$ cat config.mk
export PLATFORM = sky130hd
export DESIGN_NAME = pipe_field_renderer
export DESIGN_NICKNAME = d
export VERILOG_FILES = /design/src/rtl/pipe_field_renderer.sv
export SDC_FILE = /design/constraint.sdc
export NUM_CORES = 2
export LEC_CHECK = 0
export ABC_AREA = 1
export BUFFER_PORTS_ARGS = -buffer_cell sky130_fd_sc_hd__buf_4
export CORE_MARGIN = 2
export CORE_UTILIZATION = 41
export DETAILED_ROUTE_END_ITERATION = 12
export GPL_ROUTABILITY_DRIVEN = 1
export SYNTH_ARGS = -nofsm -noshare
export SYNTH_HDL_FRONTEND = slang
export SYNTH_HIERARCHICAL = 1
export SYNTH_SLANG_ARGS = --single-unit
$ cat constraint.sdc
create_clock -name clk -period 40.8 [get_ports clk]
set_clock_uncertainty 0.15 [all_clocks]
set_input_delay 4.08 -clock clk [delete_from_list [all_inputs] [get_ports clk]]
set_output_delay 4.08 -clock clk [all_outputs]
set_load 0.01 [all_outputs]
$ cat src/rtl/pipe_field_renderer.sv
// pipe_field_renderer: NUM_PIPES double-buffered pipe descriptors hit-tested per pixel; PIPE_COLLISION_EN adds a sticky bird collision flag.
// Latency: fixed 2 cycles from pix_valid to out_valid, one pixel per cycle.
// Backpressure: none; the pipeline never stalls and pix_valid may drop on any cycle.

// Image ROM with 1-cycle synchronous read; colour word is derived from the address.
module pipe_image_rom #(
  parameter int            AW   = 16,
  parameter int            DW   = 12,
  parameter logic [DW-1:0] TINT = '0
) (
  input  logic          clk,
  input  logic [AW-1:0] addr,
  output logic [DW-1:0] data
);
  always_ff @(posedge clk)
    data <= DW'(addr) ^ DW'(addr >> DW) ^ TINT;
endmodule

module pipe_field_renderer #(
  parameter int SCREEN_WIDTH    = 640,
  parameter int SCREEN_HEIGHT   = 480,
  parameter int NUM_PIPES       = 4,
  parameter int PIPE_WIDTH      = 70,
  parameter int PIPE_CAP_HEIGHT = 10,
  parameter int BITS_PER_COLOR  = 12,
  parameter int IDX_W           = (NUM_PIPES > 1) ? $clog2(NUM_PIPES) : 1
) (
  input  logic                      clk,
  input  logic                      reset,
  input  logic                      wr_en,
  input  logic [IDX_W-1:0]          wr_idx,
  input  logic [31:0]               wr_left_edge,
  input  logic [31:0]               wr_bottom_top,
  input  logic [31:0]               wr_gap_height,
  input  logic                      frame_start,
  input  logic                      pix_valid,
  input  logic [9:0]                x,
  input  logic [8:0]                y,
`ifdef PIPE_COLLISION_EN
  input  logic                      bird_pixel,
  input  logic                      collision_clr,
  output logic                      collision,
`endif
  output logic                      out_valid,
  output logic                      inside_pipe,
  output logic [IDX_W-1:0]          pipe_idx,
  output logic [BITS_PER_COLOR-1:0] colorData
);
  localparam int SH_AW  = $clog2(PIPE_WIDTH * SCREEN_HEIGHT);
  localparam int CAP_AW = $clog2(PIPE_WIDTH * PIPE_CAP_HEIGHT);

  logic [31:0] sh_left   [NUM_PIPES];
  logic [31:0] sh_bottom [NUM_PIPES];
  logic [31:0] sh_gap    [NUM_PIPES];
  logic [31:0] act_left  [NUM_PIPES];
  logic [31:0] act_bottom[NUM_PIPES];
  logic [31:0] act_gap   [NUM_PIPES];

  // Active copy is taken from the pre-write shadow when wr_en and frame_start coincide.
  always_ff @(posedge clk or posedge reset) begin
    if (reset) begin
      for (int i = 0; i < NUM_PIPES; i++) begin
        sh_left[i]    <= '0;
        sh_bottom[i]  <= '0;
        sh_gap[i]     <= '0;
        act_left[i]   <= '0;
        act_bottom[i] <= '0;
        act_gap[i]    <= '0;
      end
    end else begin
      if (frame_start) begin
        for (int i = 0; i < NUM_PIPES; i++) begin
          act_left[i]   <= sh_left[i];
          act_bottom[i] <= sh_bottom[i];
          act_gap[i]    <= sh_gap[i];
        end
      end
      if (wr_en && (32'(wr_idx) < NUM_PIPES)) begin
        sh_left[wr_idx]   <= wr_left_edge;
        sh_bottom[wr_idx] <= wr_bottom_top;
        sh_gap[wr_idx]    <= wr_gap_height;
      end
    end
  end

  logic signed [31:0] xs, ys;
  logic               vis;
  assign xs  = $signed({22'd0, x});
  assign ys  = $signed({23'd0, y});
  assign vis = (xs < SCREEN_WIDTH) && (ys < SCREEN_HEIGHT);

  logic [NUM_PIPES-1:0]            slot_hit;
  logic [NUM_PIPES-1:0]            slot_cap;
  logic [NUM_PIPES-1:0][SH_AW-1:0] slot_addr;

  for (genvar g = 0; g < NUM_PIPES; g++) begin : g_slot
    logic signed [31:0] bt, gt, col;
    logic act, in_x, top_cap, top_sh, bot_cap, bot_sh;

    assign bt      = $signed(act_bottom[g]);
    assign gt      = bt - $signed(act_gap[g]);
    assign col     = xs - $signed(act_left[g]);
    assign act     = (act_bottom[g] != '0) && (act_gap[g] != '0);
    assign in_x    = (col >= 0) && (col < PIPE_WIDTH);
    assign top_cap = (ys >= gt - PIPE_CAP_HEIGHT) && (ys < gt);
    assign top_sh  = ys < gt - PIPE_CAP_HEIGHT;
    assign bot_cap = (ys >= bt) && (ys < bt + PIPE_CAP_HEIGHT);
    assign bot_sh  = ys >= bt + PIPE_CAP_HEIGHT;

    assign slot_hit[g] = act && in_x && vis && (top_cap || top_sh || bot_cap || bot_sh);
    assign slot_cap[g] = top_cap || bot_cap;
    // Top cap rows are read bottom-up so the lip faces the gap.
    assign slot_addr[g] = top_cap ? SH_AW'(col + PIPE_WIDTH * (gt - 32'sd1 - ys)) :
                          bot_cap ? SH_AW'(col + PIPE_WIDTH * (ys - bt)) :
                          top_sh  ? SH_AW'(col + PIPE_WIDTH * ys) :
                                    SH_AW'(col + PIPE_WIDTH * (ys - bt - PIPE_CAP_HEIGHT));
  end

  logic [IDX_W-1:0] win_idx;
  logic             win_cap;
  logic [SH_AW-1:0] win_addr;

  always_comb begin
    win_idx  = '0;
    win_cap  = 1'b0;
    win_addr = '0;
    for (int i = NUM_PIPES - 1; i >= 0; i--) begin
      if (slot_hit[i]) begin
        win_idx  = IDX_W'(i);
        win_cap  = slot_cap[i];
        win_addr = slot_addr[i];
      end
    end
  end

  logic                 v1, cap1, out_v, inside_q, cap2;
  logic [NUM_PIPES-1:0] hit_vec1;
  logic [IDX_W-1:0]     idx1, idx_q;
  logic [SH_AW-1:0]     addr1;

  always_ff @(posedge clk or posedge reset) begin
    if (reset) begin
      v1       <= 1'b0;
      hit_vec1 <= '0;
      idx1     <= '0;
      cap1     <= 1'b0;
      addr1    <= '0;
      out_v    <= 1'b0;
      inside_q <= 1'b0;
      idx_q    <= '0;
      cap2     <= 1'b0;
    end else begin
      v1       <= pix_valid;
      hit_vec1 <= pix_valid ? slot_hit : '0;
      idx1     <= win_idx;
      cap1     <= win_cap;
      addr1    <= win_addr;
      out_v    <= v1;
      inside_q <= v1 && (|hit_vec1);
      idx_q    <= (v1 && (|hit_vec1)) ? idx1 : '0;
      cap2     <= cap1;
    end
  end

  logic [BITS_PER_COLOR-1:0] shaft_dat, cap_dat;

  pipe_image_rom #(.AW(SH_AW), .DW(BITS_PER_COLOR), .TINT('0)) u_shaft_rom (
    .clk  (clk),
    .addr (addr1),
    .data (shaft_dat)
  );

  pipe_image_rom #(.AW(CAP_AW), .DW(BITS_PER_COLOR), .TINT('1)) u_cap_rom (
    .clk  (clk),
    .addr (CAP_AW'(addr1)),
    .data (cap_dat)
  );

  assign out_valid   = out_v;
  assign inside_pipe = inside_q;
  assign pipe_idx    = idx_q;
  assign colorData   = !inside_q ? '0 : (cap2 ? cap_dat : shaft_dat);

`ifdef PIPE_COLLISION_EN
  logic bird1;

  // A new hit beats a clear arriving on the same edge.
  always_ff @(posedge clk or posedge reset) begin
    if (reset) begin
      bird1     <= 1'b0;
      collision <= 1'b0;
    end else begin
      bird1 <= pix_valid && bird_pixel;
      if (v1 && bird1 && (|hit_vec1))
        collision <= 1'b1;
      else if (collision_clr)
        collision <= 1'b0;
    end
  end
`endif
endmodule
==> out/metrics.csv <==
metric,value,unit
die area,0.188,mm^2
CTS tree,done,
area delta synth->final,9.29,%
outcome,"finished, final reports clean",
Worst setup SP type,input port,
max-cap violations,0,
Post-synth ARST share,97.3,%
Die H,433,um
core area,0.183,mm^2
sequential share of the synthesized area,27.0,%
Critical Path Max Stage Delay,0.51,ns
hpwl dp,229,mm
number of antenna violations at the first check in global routing,15,
"Period Utilization, post-route",28.7,%
Ys Warns,6,
most common flop cell mapped by yosys,dfrtp_1,
Mapped Cells,10700,
Crit path arrival time,12.16,ns
RSZ-0062 raised after global routing,no,
Vias,70700,
critical path capture point type,flip-flop,
Critical Path RT,41.26,ns
Mapped Avg Cell Area,7.06,um^2
insertion delay to the later sink of the worst-skew pair,0.75,ns
most frequent cells in the layout,"nand2_1, inv_1, o21ai_0",
layout filler cell count,18900,
count of cell types in the netlist,79,
CP max FO,6,
largest net degree at the start of global routing,213,
WL per Instance,21.0,um
synth top area cells,"dfrtp_1, ha_1, nand2_1, inv_1, o21ai_0",
total wire length,280,mm
CTS resizes,0,
Pins Over Slew Limit,0,
Fin. Hold Viols,0,
Slew headroom,14.1,%
CTS buffer count,95,
"Cell Area, Synth",0.0756,mm^2
Hold Crit Class,flip-flop to flip-flop,
#FFs+latches synth,819,
clk sinks,819,
"CTS clk-pin slew, worst paths",0.06,ns
gp weighted congestion,0.996,
I/O pins,138,
gr usage total,29.6,%
htree depth,3,
first-pass GRT wire length,419,mm
"EDFF count, synth",0,
share of layout cells above drive strength 1,6.07,%
# rows,157,
Most common cell on crit path,nand2_1,
Root Buffer Master,clkbuf_16,
worst-margin pin slew,1.28,ns
DRT Pass-1 Iters,9,
crit path max-delay cell type,o21ai_0,
ANT nets after route,0,
port bufs,137,
Critical Setup Path Class,input port to flip-flop,
vias per cell,5.30,
fmax,85.5,MHz
post-synth top area cell,dfrtp_1,
clk buf depth,3,
top-area cell type share of the netlist area,26.4,%
Nets,11900,
count of final setup violators,0,
Sum Neg Setup Slack,0,ns
Horiz. Die Dim,433,um
Starting Density,41.3,%
Period minus WS final,11.70,ns
Hold Buf Count CTS,0,
Initial DRC Count,6741,
global route overflow,0,
Post-CTS Setup Inserts,0,
Post-route DRC,0,
"commonest non-fill, non-tap cell in the layout",nand2_1,
number of global-route vias before repair,65800,
state kept, by name, indices dropped and copies added (netlist names), 2 cells and up:
name and cells:
sh_gap 128, g_slot.bt 128, hit_vec1 4, u_shaft_rom/data 12
act_gap 128, u_cap_rom/data 10, addr1 16, sh_bottom 128
idx1 2, pipe_idx 2, act_left 128, sh_left 128
metal layers:
layer / track usage (%) / share of wire (%) / routed length (um) / vias to the layer above
met5: 0 / 0.0025 / 7 / -
met4: 9.40 / 3.4 / 9580 / 2
met3: 4.71 / 6.9 / 19400 / 324
met2: 44.4 / 42 / 119000 / 2125
met1: 43.1 / 47 / 133000 / 33600
li1: - / - / - / 34600
worst max-delay path, delay by kind of cell:
family	cells	cell delay, ns
AO/OA/AOI/OAI	6	1.65
XOR/XNOR	2	0.51
adder cells (fa/ha/maj)	8	2.66
buffers and inverters	11	1.27
AND/OR/NAND/NOR	20	1.94
stage by stage:
step	cells	setup WS [ns]	util, %	instance area, um^2	hold slack (ns)
floorplan	10700	14.19	-	75600	0.174
global placement	13200	28.53	43.3	79300	0.182
detailed placement	13200	28.50	43.3	79300	0.188
CTS	13300	29.24	45.1	82600	0.201
global route	13300	28.61	45.1	82600	0.208
finish	13300	29.10	45.1	82600	0.199
synthesized netlist by cell type (11+ instances only):
cell / number
dfrtp_1: 797
nor2_1: 716
dfxtp_1: 22
nor4_1: 78
o21ai_1: 23
nor3_1: 130
ha_1: 839
or2_2: 31
buf_2: 11
xor2_1: 431
a211oi_1: 12
and2_1: 22
o21ai_0: 1008
nand3_2: 23
mux2_2: 29
nor2_2: 49
o21a_1: 11
nand2_2: 62
nand2_1: 2606
nand3_1: 489
inv_2: 40
fa_1: 129
inv_1: 1833
nor2_4: 11
a21oi_2: 12
nand3b_1: 39
buf_1: 17
o21bai_1: 62
clkbuf_1: 171
o22ai_1: 11
a21o_1: 28
xnor2_1: 101
o211ai_1: 43
nand4_1: 192
a31oi_1: 21
a21oi_1: 474
cell type report:
class                      count  area, um^2  share of cell area [%]
clock buffer                 136        2800                    3.39
antenna                       10        25.0                  0.0303
sequential                   819       20400                    24.7
clock inverter                39         513                   0.621
multi-input combinational   7803       47300                    57.3
timing repair buffer         182        1400                    1.69
tap                         2464        3080                    3.73
inverter                    1882        7070                    8.56
path summary, 6_finish.rpt:
| kind | start | endpoint | slack [ns] | cells after the start |
|---|---|---|---|---|
| worst max-delay path | y[0] | addr1[15] | 29.10 | 47 |
| worst min-delay path | cap1 | cap2 | 0.20 | 0 |
| worst max register to register | g_slot[0].bt[0] | addr1[15] | 32.09 | 51 |
| worst min register to register | cap1 | cap2 | 0.20 | 0 |
| max in group asynchronous | reset | act_left[33] | 33.73 | 5 |
| min in group asynchronous | reset | sh_bottom[56] | 3.40 | 2 |
kinds of logic (layout without fill, tap and decap cells):
family / after synthesis / count (layout) / synth area share (%)
XOR/XNOR: 546 / 546 / 6.47
AND/OR/NAND/NOR: 4484 / 4484 / 25.6
AO/OA/AOI/OAI: 1774 / 1774 / 12.8
buffers and inverters: 2091 / 2239 / 10.5
adder cells (fa/ha/maj): 968 / 968 / 17.3
flip-flops: 819 / 819 / 27.0
multiplexers: 29 / 29 / 0.432
other: 1 / 12 / 0.00496
Power is left out: the tool's default activity adds up to more than one toggle a clock period on the data nets, which glitch-free logic cannot reach.
